### config.mk
export PLATFORM = sky130hd
export DESIGN_NAME = hit_scorer
export DESIGN_NICKNAME = d
export VERILOG_FILES = /design/src/rtl/hit_pkg.sv /design/src/rtl/hit_scorer_lfsr16.sv /design/src/rtl/hit_scorer.sv
export SDC_FILE = /design/constraint.sdc
export NUM_CORES = 1
export LEC_CHECK = 0
export ABC_CLOCK_PERIOD_IN_PS = 2800
export BUFFER_PORTS_ARGS = -buffer_cell sky130_fd_sc_hd__clkbuf_2
export CAP_MARGIN = 10
export CORE_MARGIN = 2
export CORE_UTILIZATION = 46
export DETAILED_ROUTE_END_ITERATION = 8
export PLACE_DENSITY = 0.7
export SYNTH_ARGS = -nofsm -noshare
export SYNTH_HDL_FRONTEND = slang
export SYNTH_SLANG_ARGS = --single-unit
### constraint.sdc
create_clock -name clk -period 2.8 [get_ports clk]
set_input_delay 0.14 -clock clk [delete_from_list [all_inputs] [get_ports clk]]
set_output_delay 0.14 -clock clk [all_outputs]
set_load 0.005 [all_outputs]
### src/rtl/hit_pkg.sv
// Shared types and constants for the hit scorer: FSM encoding, widths,
// coordinate constants and saturation helpers.
package hit_pkg;

    typedef enum logic [1:0] {
        ARMED    = 2'd0,
        CONFIRM  = 2'd1,
        ACK      = 2'd2,
        COOLDOWN = 2'd3
    } hit_state_e;

    localparam int COORD_W     = 12;
    localparam int SCORE_W     = 14;
    localparam int FRAME_CNT_W = 16;

    localparam logic [COORD_W-1:0] RESET_X      = 12'd320;
    localparam logic [COORD_W-1:0] RESET_Y      = 12'd240;
    localparam logic [COORD_W-1:0] COORD_OFFSET = 12'd64;
    localparam logic [SCORE_W-1:0] SCORE_MAX    = 14'd9999;

    // X spans 64..575, Y spans 64..319.
    function automatic logic [COORD_W-1:0] coord_x(input logic [15:0] l);
        return COORD_OFFSET + {3'b000, l[8:0]};
    endfunction

    function automatic logic [COORD_W-1:0] coord_y(input logic [15:0] l);
        return COORD_OFFSET + {4'b0000, l[15:8]};
    endfunction

    function automatic logic [SCORE_W-1:0] sat_inc(input logic [SCORE_W-1:0] v);
        return (v < SCORE_MAX) ? v + 14'd1 : SCORE_MAX;
    endfunction

endpackage

### src/rtl/hit_scorer_lfsr16.sv
// 16-bit Fibonacci LFSR (taps 16,14,13,11), free-running every clock.
module lfsr16 (
    input  logic        clk,
    input  logic        resetn,
    input  logic [15:0] seed,
    output logic [15:0] q
);

    logic [15:0] q_q;
    logic [15:0] q_d;

    always_comb begin
        q_d = {q_q[14:0], q_q[15] ^ q_q[13] ^ q_q[12] ^ q_q[10]};
    end

    always_ff @(posedge clk) begin
        if (!resetn) begin
            q_q <= seed;
        end else begin
            q_q <= q_d;
        end
    end

    assign q = q_q;

endmodule

### src/rtl/hit_scorer.sv
// Frame-based hit confirmation, cooldown and miss timeout for a moving target.
// hitAck is a single-cycle pulse, high exactly while the FSM is in ACK.
module hit_scorer
    import hit_pkg::*;
#(
    parameter int          HIT_FRAMES      = 3,
    parameter int          COOLDOWN_FRAMES = 30,
    parameter int          TIMEOUT_FRAMES  = 300,
    parameter logic [15:0] LFSR_SEED       = 16'hACE1
) (
    input  logic               clk,
    input  logic               resetn,
    input  logic               frame_tick,
    input  logic               hit,
    output logic               hitAck,
    output logic [COORD_W-1:0] targetCoord_X,
    output logic [COORD_W-1:0] targetCoord_Y,
    output logic [SCORE_W-1:0] score,
    output logic [SCORE_W-1:0] misses,
    output logic               armed,
    output hit_state_e         state_dbg
);

    localparam logic [FRAME_CNT_W-1:0] HIT_LIM  = FRAME_CNT_W'(HIT_FRAMES);
    localparam logic [FRAME_CNT_W-1:0] COOL_LIM = FRAME_CNT_W'(COOLDOWN_FRAMES);
    localparam logic [FRAME_CNT_W-1:0] TMO_LIM  = FRAME_CNT_W'(TIMEOUT_FRAMES);

    hit_state_e               state_q, state_d;
    logic [FRAME_CNT_W-1:0]   confirm_q, confirm_d;
    logic [FRAME_CNT_W-1:0]   cool_q, cool_d;
    logic [FRAME_CNT_W-1:0]   tmo_q, tmo_d;
    logic [SCORE_W-1:0]       score_q, score_d;
    logic [SCORE_W-1:0]       miss_q, miss_d;
    logic [COORD_W-1:0]       x_q, x_d;
    logic [COORD_W-1:0]       y_q, y_d;
    logic                     hit_ack_q, hit_ack_d;
    logic                     armed_q, armed_d;
    logic [15:0]              lfsr;

    lfsr16 u_lfsr (
        .clk    (clk),
        .resetn (resetn),
        .seed   (LFSR_SEED),
        .q      (lfsr)
    );

    always_ff @(posedge clk) begin
        if (!resetn) begin
            state_q <= ARMED;
        end else begin
            state_q <= state_d;
        end
    end

    // Next state plus the frame counters and score/miss datapath it steers.
    always_comb begin
        state_d   = state_q;
        confirm_d = confirm_q;
        cool_d    = cool_q;
        tmo_d     = tmo_q;
        score_d   = score_q;
        miss_d    = miss_q;
        x_d       = x_q;
        y_d       = y_q;
        case (state_q)
            ARMED: begin
                if (frame_tick) begin
                    if (hit) begin
                        confirm_d = 16'd1;
                        state_d   = (HIT_LIM <= 16'd1) ? ACK : CONFIRM;
                    end else if (tmo_q + 16'd1 >= TMO_LIM) begin
                        miss_d = sat_inc(miss_q);
                        x_d    = coord_x(lfsr);
                        y_d    = coord_y(lfsr);
                        tmo_d  = '0;
                    end else begin
                        tmo_d = tmo_q + 16'd1;
                    end
                end
            end
            CONFIRM: begin
                if (frame_tick) begin
                    if (hit) begin
                        confirm_d = confirm_q + 16'd1;
                        if (confirm_q + 16'd1 >= HIT_LIM) begin
                            state_d = ACK;
                        end
                    end else begin
                        confirm_d = '0;
                        state_d   = ARMED;
                    end
                end
            end
            ACK: begin
                score_d   = sat_inc(score_q);
                x_d       = coord_x(lfsr);
                y_d       = coord_y(lfsr);
                confirm_d = '0;
                cool_d    = '0;
                state_d   = COOLDOWN;
            end
            COOLDOWN: begin
                if (frame_tick) begin
                    cool_d = cool_q + 16'd1;
                    if (cool_q + 16'd1 >= COOL_LIM) begin
                        cool_d  = '0;
                        tmo_d   = '0;
                        state_d = ARMED;
                    end
                end
            end
            default: state_d = ARMED;
        endcase
    end

    // Flag outputs are registered from the next state so they line up with state_q.
    always_comb begin
        hit_ack_d = (state_d == ACK);
        armed_d   = (state_d == ARMED);
    end

    always_ff @(posedge clk) begin
        if (!resetn) begin
            confirm_q <= '0;
            cool_q    <= '0;
            tmo_q     <= '0;
            score_q   <= '0;
            miss_q    <= '0;
            x_q       <= RESET_X;
            y_q       <= RESET_Y;
            hit_ack_q <= 1'b0;
            armed_q   <= 1'b1;
        end else begin
            confirm_q <= confirm_d;
            cool_q    <= cool_d;
            tmo_q     <= tmo_d;
            score_q   <= score_d;
            miss_q    <= miss_d;
            x_q       <= x_d;
            y_q       <= y_d;
            hit_ack_q <= hit_ack_d;
            armed_q   <= armed_d;
        end
    end

    assign hitAck        = hit_ack_q;
    assign armed         = armed_q;
    assign score         = score_q;
    assign misses        = miss_q;
    assign targetCoord_X = x_q;
    assign targetCoord_Y = y_q;
    assign state_dbg     = state_q;

endmodule

==> impl_summary.txt, run 1 <==
----------------------------------------------------
[Cells and area]
  Fin cells ... 921
  Number of nets in the finished design ... around 760
  Final antenna diode count ... 0
  Number of fill cells ... 1140
  Most common library cell in the layout ignoring fill and taps ... dfxtp_1
  Post-synthesis to final-layout area growth ... 17.6%
  Highest-count cells in the layout ignoring fill and taps ... dfxtp_1, nand2_1, clkbuf_2, nor2_1, a21oi_1
  Share of cells above drive strength 1 ... 16.8%

[Detailed routing]
  WL/cell ... 14.7 um
  Via density ... 5.58
  DRT antenna net count ... 0
  Total length of routed wires ... 13.5 mm
  Detailed-router iteration count before antenna repair ... 5
  First DRT Iteration DRCs ... between 300 and 400
  DRC Markers ... 0
  Total number of vias ... between 5000 and 6000

[Worst hold path]
  Hold path cells ... 4
  Type of the most critical hold path ... input pin to flip-flop

[Pwr]
  Overall power after layout ... just under 5000 uW
  Worst vdd ir ... 0.355 mV
  Areal power density over the cells ... between 700 and 800 nW/um2
  Static leakage power ... 0.00279 uW

[Die]
  Area of the die ... 13700 um2
  Ports placed on the boundary ... 60
  Floorplan die height ... 117 um
  Row Count ... 41
  Area of the placeable core ... 12500 um2
  Die X-Extent ... 117 um
  Initial cell density of the core ... 46.8%

[CTS]
  Clock tree buffer depth ... 2
  Clock transition at the registers of the reported paths ... approximately 0.06 ns
  Number of buffers added for setup after CTS ... 0
  Root buf cell ... clkbuf_16
  Clock latency on the worst-skew pair ... 0.42 ns
  Depth of the CTS H-tree ... 4
  CTS buffer count ... 17
  CTS tree ... built
  Sinks on Clock Net ... 115

[Synthesis]
  Proportion of synthesized flip-flops having asynchronous set or reset ... 0%
  Area of the mapped netlist ... 5860 um2
  Largest family of logic cells by synthesized area ... simple AND/OR/NAND/NOR gates
  Area fraction in compound gates after synthesis ... 19.8%
  Register bit total from synthesis ... 115
  Yosys top cell area share ... 39.3%
  Dominant cells by area after synthesis ... dfxtp_1, nand2_1, a21oi_1
  Synthesized-area fraction occupied by xor and xnor cells ... 4.04%
  Count of unique library cells instantiated by Yosys ... 76
  Post-synthesis cell type with the largest combined area ... dfxtp_1
  Post-Syn Area per Cell ... approximately 8.5 um2
  Simple-gate share of the synthesized area ... 25.5%
  Gate count of the mapped netlist ... 686
  Adder-Cell Fraction of Synth Area ... 3.42%
  Dominant register cell in the synthesized netlist ... dfxtp_1
  Number of enable-type register cells in the synthesized netlist ... 0
  Proportion of synthesized chip area in sequential cells ... about two fifths
  Warnings from Yosys ... 0
  Multiplexer fraction of the synthesized cell area ... under 10%

[Global routing]
  Pin count of the biggest net entering global routing ... 68
  GR Layer Usage met1 ... between 20% and 30%
  All-Layer GR Usage ... 20.6%
  Busiest layer in global routing ... met2
  Met2 Resource Use GR ... 33.4%
  Via count of the first global-routing pass ... 4715
  GRT Residual Overflow ... 0
  Routing usage on met3 ... 4.17%
  Global-route wire length before repair ... 22.5 mm
  Number of antenna violations at the first check in global routing ... 0

[Placement]
  Final HPWL DP ... 9.36 mm
  Total instance count after detailed placement ... 890
  Final GP Congestion ... 0.883
  PortBufs ... 54

[Setup path]
  Crit path max fanout ... 7
  Required time at the worst-slack endpoint ... 3.14 ns
  Worst Setup End Kind ... flip-flop
  Critical path data arrival time ... about 3.0 ns
  Element type at the critical path start ... flip-flop
  Cell depth of the worst flop-to-flop path ... 10
  Worst setup slack for register-to-register paths ... 0.15 ns
  Kind of critical path ... flip-flop to flip-flop

[Timing]
  Part of the cycle the worst path needs ... 94.7%
  Slew Viols, Final ... 0
  Headroom to the max-slew limit ... around 56%
  Worst hold slack ... between 0.15 and 0.2 ns
  Slew of the pin with the lowest slew margin ... 0.656 ns
  Setup-violating endpoint count in the final report ... 0
  Setup repair after global routing missed its margin ... true
  Highest clock frequency the design can meet ... about 0.38 GHz
  Worst setup skew after layout ... between 0.008 and 0.009 ns
  Period minus WS final ... 2.65 ns
  Total count of hold-check failures in the final report ... 0

[Flow run]
  Max-cap check violation count ... 0

[Run status]
  Status ... finished clean

----------------------------------------------------
## cells by family (layout without fill, tap and decap cells)
group           Yosys count  count (layout)
fa+ha+maj                16              16
mux                      16              16
buf+inv                  63             122
simple gates            279             279
xor+xnor                 27              27
compound gates          169             169
flops                   115             115
other cells               1               5
## stage by stage
stage / util [%] / setup TNS, ns / worst slack, ns / area (um2)
after floorplan: - / 0 / 0.316 / 5870
after global placement: 50.1 / 0 / 0.251 / 6270
after detailed placement: 50.1 / 0 / 0.136 / 6270
after CTS: 54.9 / 0 / 0.114 / 6870
after global routing: 55.0 / -0.0142 / -0.0142 / 6890
final: 55.0 / 0 / 0.148 / 6890
## power breakdown
| part | switching [uW] | internal (uW) |
|---|---|---|
| Clock | 768 | 1420 |
| Combinational | 543 | 359 |
| Sequential | 105 | 1740 |
## synthesized netlist by cell type, types with 4 or more instances
library cell	number
nand2_1	71
clkbuf_1	26
dfxtp_1	115
buf_4	6
a21bo_1	4
or4_1	4
xnor2_1	14
nand4_1	11
inv_1	20
a41oi_1	4
o21ai_1	14
nor3_1	11
nand2b_1	13
nor2_1	52
a21boi_0	7
xor2_1	13
a211oi_1	7
and2_1	20
a21oi_1	45
mux2i_1	11
o31ai_2	6
nor2b_1	6
nand3_1	31
and4_1	5
nor4_1	9
o21a_1	7
o21ai_0	22
ha_1	16
mux2_1	4
buf_6	4
o211ai_1	5
buf_2	5
a31oi_1	11
and3_1	20
## worst max-delay path, cell delays in order, from the launching register on
cell,delay [ns]
dfxtp_1,0.43
ha_1,0.26
nand4_2,0.21
mux2i_2,0.27
nand3_1,0.21
a221oi_4,0.36
a31oi_4,0.13
buf_4,0.19
nor2_8,0.14
buf_4,0.18
mux2i_1,0.20
## state kept, by name, summed over array words and instances (netlist names)
name	cells
cool_q	16
armed	1
score	14
hitAck	1
tmo_q	16
u_lfsr.q	16
confirm_q	16
targetCoord_X	10
misses	14
targetCoord_Y	9
state_dbg	2
## final timing paths
check | start | to
hold / removal | resetn | misses[13]
hold reg to reg | u_lfsr.q[5] | u_lfsr.q[6]
setup reg to reg | tmo_q[1] | targetCoord_Y[8]
setup / recovery | tmo_q[1] | targetCoord_Y[8]
## cell type report
class                   count  area [um2]  area share, %
clock buffers              20         447           6.49
clock inverters            11         155           2.25
inverters                  20        75.1           1.09
multi-input cells         512        3290           47.8
flip-flops and latches    115        2300           33.4
well taps                 172         215           3.12
repair buffers             71         398           5.78
## repair_timing
| action | 4_1_cts | 5_1_grt |
|---|---|---|
| hold buffers | 0 | 0 |
| endpoints found under the setup margin | 0 | 15 |
| resized for setup | 0 | 4 |
## per-layer routing
metal / wire length [um] / vias up
met1: 6310 / 2407
met5: 0 / -
met2: 6400 / 134
li1: - / 2569
met3: 492 / 28
met4: 318 / 0
Note: power is estimated with default switching activity, not from simulation.
==> run 2, diff against run 1 <==
PLACE_DENSITY = default   (was 0.7)
PLACE_DENSITY_LB_ADDON = 0.3   (was default)
==> impl_summary.txt, run 2 (synthesis gave the netlist of run 1 again) <==
----------------------------------------------------
[Cells and area]
  Highest-count cells in the layout ignoring fill and taps ... dfxtp_1, nand2_1, clkbuf_2, nor2_1, a21oi_1
  Final antenna diode count ... 0 (unchanged)
  Number of nets in the finished design ... 759 (+0.26%)
  Fin cells ... 924 (+0.33%)
  Share of cells above drive strength 1 ... 17.3% (+0.46 points)
  Most common library cell in the layout ignoring fill and taps ... dfxtp_1
  Post-synthesis to final-layout area growth ... 18.0%

[CTS]
  Root buf cell ... clkbuf_16
  Clock latency on the worst-skew pair ... 0.41 ns (about the same)
  Sinks on Clock Net ... 115 (unchanged)
  Clock tree buffer depth ... 2 (unchanged)
  CTS buffer count ... 17 (unchanged)
  Clock transition at the registers of the reported paths ... 0.06 ns (about the same)
  CTS tree ... built
  Depth of the CTS H-tree ... 4 (unchanged)
  CTS hold repair buffers ... 0 (unchanged)

[Setup path]
  Element type at the critical path start ... flip-flop
  Kind of critical path ... flip-flop to flip-flop
  Critical path's largest stage delay ... 0.42 ns (about the same)
  Worst Setup End Kind ... flip-flop
  Crit path max-delay family ... compound AO/OA/AOI/OAI gates
  Critical path data arrival time ... 2.99 ns (about the same)
  Crit path max fanout ... 10 (+3)
  Crit path cell chain ... ha_2 > nand4_2 > nor3_2 > o211ai_1 > a221oi_2 > a31oi_4 > buf_4 > nor2_8 > mux2_1
  Worst setup slack for register-to-register paths ... 0.10 ns (-0.05 ns)
  Required time at the worst-slack endpoint ... 3.09 ns (-0.05 ns)
  Slowest stage cell on the critical path ... a221oi_2
  Combined buffer and inverter count along the critical path ... 1 (-1)

[Timing]
  Setup repair after global routing missed its margin ... false
  Total count of hold-check failures in the final report ... 0 (unchanged)
  Setup-violating endpoint count in the final report ... 0 (unchanged)
  Sum of negative setup slack ... 0 ns (unchanged)
  Headroom to the max-slew limit ... 58.2% (+1.9 points)
  Highest clock frequency the design can meet ... 0.371 GHz (-1.7%)
  Slew Viols, Final ... 0 (unchanged)
  Period minus WS final ... 2.70 ns (+0.0452 ns)
  Slew of the pin with the lowest slew margin ... 0.628 ns (-0.0283 ns)
  Part of the cycle the worst path needs ... 96.3% (+1.6 points)
  Worst setup skew after layout ... 0.00741 ns (-0.000694 ns)

[Die]
  Row Count ... 41 (unchanged)
  Initial cell density of the core ... 46.8% (unchanged)
  Area of the placeable core ... 12500 um2 (unchanged)
  Ports placed on the boundary ... 60 (unchanged)
  Floorplan die height ... 117 um (unchanged)
  Die X-Extent ... 117 um (unchanged)
  Area of the die ... 13700 um2 (unchanged)

[Run status]
  Status ... finished clean

[Placement]
  PortBufs ... 54 (unchanged)
  Final GP Congestion ... 0.873 (-1.1%)
  Final HPWL DP ... 9.10 mm (-2.8%)
  Total instance count after detailed placement ... 889 (-0.11%)

[Detailed routing]
  First DRT Iteration DRCs ... 277 (-19%)
  Total number of vias ... 5117 (-0.41%)
  DRT antenna net count ... 0 (unchanged)
  WL/cell ... 14.3 um (-2.4%)
  Via density ... 5.54 (-0.73%)
  DRC Markers ... 0 (unchanged)
  Total length of routed wires ... 13.2 mm (-2.1%)
  Detailed-router iteration count before antenna repair ... 6 (+1)

[Global routing]
  Number of antenna violations at the first check in global routing ... 0 (unchanged)
  Via count of the first global-routing pass ... 4761 (+0.98%)
  GRT Residual Overflow ... 0 (unchanged)
  Pin count of the biggest net entering global routing ... 68 (unchanged)
  All-Layer GR Usage ... 20.1% (-0.48 points)
  Global-route wire length before repair ... 22.0 mm (-2.2%)

[Worst hold path]
  Type of the most critical hold path ... input pin to flip-flop

[Pwr]
  Static leakage power ... 0.00282 uW (+0.94%)
  Worst vdd ir ... 0.388 mV (+9.2%)
  Areal power density over the cells ... 717 nW/um2 (+0.10%)

[Flow run]
  Max-cap check violation count ... 0 (unchanged)

----------------------------------------------------
==> run 2: cell types whose count changed in the layout (fill, tap and decap cells not counted), sizes merged <==
cell	before	now
clkbuf	74	73
buf	17	19
clkinv	3	5
==> run 2: metal layers <==
metal	global-route usage (%)	vias up	part of all wire, %	wire (um)
li1	-	2571	-	-
met1	25.4	2402	46	6070
met2	33.1	130	49	6440
met3	5.41	14	4.4	579
met4	7.37	0	1.2	155
met5	0	-	0	0
==> run 2: cell type report <==
class	instances	area (um2)
inverter	20	75.1
timing repair buffer	73	425
tap	172	215
clock buffer	19	453
clock inverter	13	158
multi-input combinational	512	3280
fill	1184	5610
sequential	115	2300
==> run 2: path summary, 6_finish.rpt <==
path / from / end / cells past startpoint
setup / recovery: tmo_q[1] / targetCoord_Y[6] / 9
hold / removal: resetn / misses[13] / 4
setup reg to reg: tmo_q[1] / targetCoord_Y[6] / 9
hold reg to reg: u_lfsr.q[9] / u_lfsr.q[10] / 1
==> run 2: repair_timing <==
item,4_1_cts,5_1_grt
resized for setup,0,2
setup buffers,3,0
hold endpoints to repair,0,0
pin swaps,1,0
setup endpoints to repair,3,16
==> run 2: per-stage QoR <==
step	hold slack, ns	setup slack, ns	instance area (um2)	power (uW)	util [%]
after floorplan	0.227	0.316	5870	2470	-
after global placement	0.426	0.171	6260	2750	50.0
after detailed placement	0.428	0.0149	6260	2770	50.0
after CTS	0.227	0.0915	6910	4990	55.2
after global routing	0.267	0.0153	6910	5190	55.2
final	0.234	0.103	6910	4960	55.2
==> run 2: worst min-delay path: stages <==
cell and delay [ns]:
clkbuf_2 0.10, inv_1 0.07, buf_4 0.19, nor2_1 0.10
==> run 2: report_power, final <==
part	switching [uW]	leakage (uW)	internal [uW]	total, uW
sequential	83.6	0.000933	1740	1820
clock	767	0.000291	1440	2210
combinational	560	0.00159	366	926
total	1410	0.00282	3550	4960
==> run 3, diff against run 2 <==
BUFFER_PORTS_ARGS = -buffer_cell sky130_fd_sc_hd__buf_2   (was -buffer_cell sky130_fd_sc_hd__clkbuf_2)
CELL_PAD_IN_SITES_DETAIL_PLACEMENT = 1   (was default)
CELL_PAD_IN_SITES_GLOBAL_PLACEMENT = 2   (was default)
CORE_MARGIN = default   (was 2)
CORE_UTILIZATION = 36   (was 46)
==> impl_summary.txt, run 3 (synthesis gave the netlist of run 1 again) <==
----------------------------------------------------
[Run status]
  Status ... finished clean

[Timing]
  Worst setup skew after layout ... 0.0128 ns (+0.00542 ns)
  Total count of hold-check failures in the final report ... 0 (unchanged)
  Setup-violating endpoint count in the final report ... 0 (unchanged)
  Slew of the pin with the lowest slew margin ... 0.667 ns (+0.0389 ns)
  Final critical-path setup slack ... 0.182 ns (+0.0794 ns)
  Setup repair after global routing missed its margin ... false
  Slew Viols, Final ... 0 (unchanged)
  Highest clock frequency the design can meet ... 0.382 GHz (+3.0%)
  Part of the cycle the worst path needs ... 93.5% (-2.8 points)
  Headroom to the max-slew limit ... 55.6% (-2.6 points)
  Period minus WS final ... 2.62 ns (-0.0794 ns)
  Sum of negative setup slack ... 0 ns (unchanged)

[CTS]
  Clock transition at the registers of the reported paths ... 0.06 ns (about the same)
  Sinks on Clock Net ... 115 (unchanged)
  CTS buffer count ... 17 (unchanged)
  Clock latency on the worst-skew pair ... 0.42 ns (about the same)
  Number of buffers added for setup after CTS ... 0 (-3)
  Root buf cell ... clkbuf_16
  Clock tree buffer depth ... 2 (unchanged)
  CTS tree ... built
  Depth of the CTS H-tree ... 4 (unchanged)

[Placement]
  Final GP Congestion ... 0.787 (-9.9%)
  PortBufs ... 54 (unchanged)
  Post-placement setup slack ... 0.213 ns (+0.198 ns)
  Final HPWL DP ... 11.1 mm (+22%)
  Total instance count after detailed placement ... 942 (+6.0%)

[Setup path]
  Worst Setup End Kind ... flip-flop
  Kind of critical path ... flip-flop to flip-flop
  Element type at the critical path start ... flip-flop
  Required time at the worst-slack endpoint ... 3.11 ns (+0.02 ns)
  Critical path data arrival time ... 2.93 ns (-0.06 ns)
  Crit path max fanout ... 8 (-2)

[Detailed routing]
  DRC Markers ... 0 (unchanged)
  Total length of routed wires ... 16.0 mm (+21%)
  First DRT Iteration DRCs ... 184 (-34%)
  Total number of vias ... 5191 (+1.4%)
  Via density ... 5.33 (-3.8%)
  Detailed-router iteration count before antenna repair ... 4 (-2)
  WL/cell ... 16.4 um (+15%)
  DRT antenna net count ... 0 (unchanged)

[Global routing]
  Number of antenna violations at the first check in global routing ... 0 (unchanged)
  Busiest layer in global routing ... met2
  Met2 Resource Use GR ... 33.9% (+0.85 points)
  Global-route wire length before repair ... 26.4 mm (+20%)
  GR Layer Usage met1 ... 25.2% (-0.24 points)
  Via count of the first global-routing pass ... 5222 (+9.7%)
  All-Layer GR Usage ... 20.1% (-0.028 points)
  Routing usage on met3 ... 4.50% (-0.91 points)
  GRT Residual Overflow ... 0 (unchanged)
  Pin count of the biggest net entering global routing ... 68 (unchanged)

[Pwr]
  Areal power density over the cells ... 737 nW/um2 (+2.7%)
  Static leakage power ... 0.00290 uW (+2.9%)
  Worst vdd ir ... 0.434 mV (+12%)

[Die]
  Initial cell density of the core ... 36.9% (-9.9 points)
  Area of the die ... 16800 um2 (+23%)
  Row Count ... 46 (+12%)
  Area of the placeable core ... 15900 um2 (+27%)
  Die X-Extent ... 130 um (+11%)
  Floorplan die height ... 130 um (+11%)
  Ports placed on the boundary ... 60 (unchanged)

[Flow run]
  Max-cap check violation count ... 0 (unchanged)

[Cells and area]
  Fin cells ... 974 (+5.4%)
  Final antenna diode count ... 0 (unchanged)
  Highest-count cells in the layout ignoring fill and taps ... dfxtp_1, nand2_1, buf_2, nor2_1, a21oi_1
  Most common library cell in the layout ignoring fill and taps ... dfxtp_1
  Number of nets in the finished design ... 765 (+0.79%)
  Post-synthesis to final-layout area growth ... 19.9%
  Share of cells above drive strength 1 ... 17.8% (+0.52 points)

[Worst hold path]
  Type of the most critical hold path ... input pin to flip-flop

----------------------------------------------------
## run 3: changes by cell type in the layout (fill, tap and decap cells not counted), sizes merged
cell / previous run / this run
bufinv: 3 / 4
clkbuf: 73 / 17
clkinvlp: 4 / 1
inv: 21 / 29
buf: 19 / 79
clkinv: 5 / 1
## run 3: final timing paths
kind,start,endpoint,slack (ns),cells after the start
worst max-delay path,tmo_q[0],targetCoord_X[6],0.18,9
worst max register to register,tmo_q[0],targetCoord_X[6],0.18,9
worst min register to register,u_lfsr.q[4],u_lfsr.q[5],0.45,1
worst min-delay path,resetn,cool_q[1],0.13,3
## run 3: repair_timing
item,in CTS,in global routing
endpoints found under the setup margin,0,4
hold buffers,0,0
endpoints found under the hold margin,0,0
resized for setup,0,2
## run 3: where the power goes
part           total (uW)  switching, uW  internal, uW
clock network        2370            855          1510
logic                 989            612           377
registers            1820           80.9          1740
total                5180           1550          3630
## run 3: per-stage QoR
step | utilization [%] | instance area (um2) | power [uW] | hold WS (ns)
CTS | 44.2 | 7020 | 5250 | 0.136
global placement | 40.2 | 6380 | 2800 | 0.424
detailed placement | 40.2 | 6380 | 2840 | 0.430
global route | 44.2 | 7030 | 5460 | 0.160
floorplan | - | 5870 | 2470 | 0.227
finish | 44.2 | 7030 | 5180 | 0.133
## run 3: worst max-delay path: stages, from the launching register on
cell	delay [ns]
dfxtp_1	0.32
ha_1	0.23
buf_4	0.17
a21oi_1	0.15
a21boi_0	0.11
o311ai_1	0.59
a31oi_4	0.20
buf_4	0.22
nor2_8	0.16
mux2_1	0.35
## run 3: layout make-up
class                      count  area, um2
sequential                   115       2300
multi-input combinational    512       3280
timing repair buffer          79        458
tap                          216        270
fill                        1912       8860
clock inverter                15        215
clock buffer                  17        425
inverter                      20       75.1
## run 3: metal layers
| metal | wire length (um) | vias to the layer above |
|---|---|---|
| met4 | 234 | 0 |
| met2 | 7920 | 64 |
| met1 | 7460 | 2517 |
| met3 | 386 | 23 |
| met5 | 0 | - |
| li1 | - | 2587 |
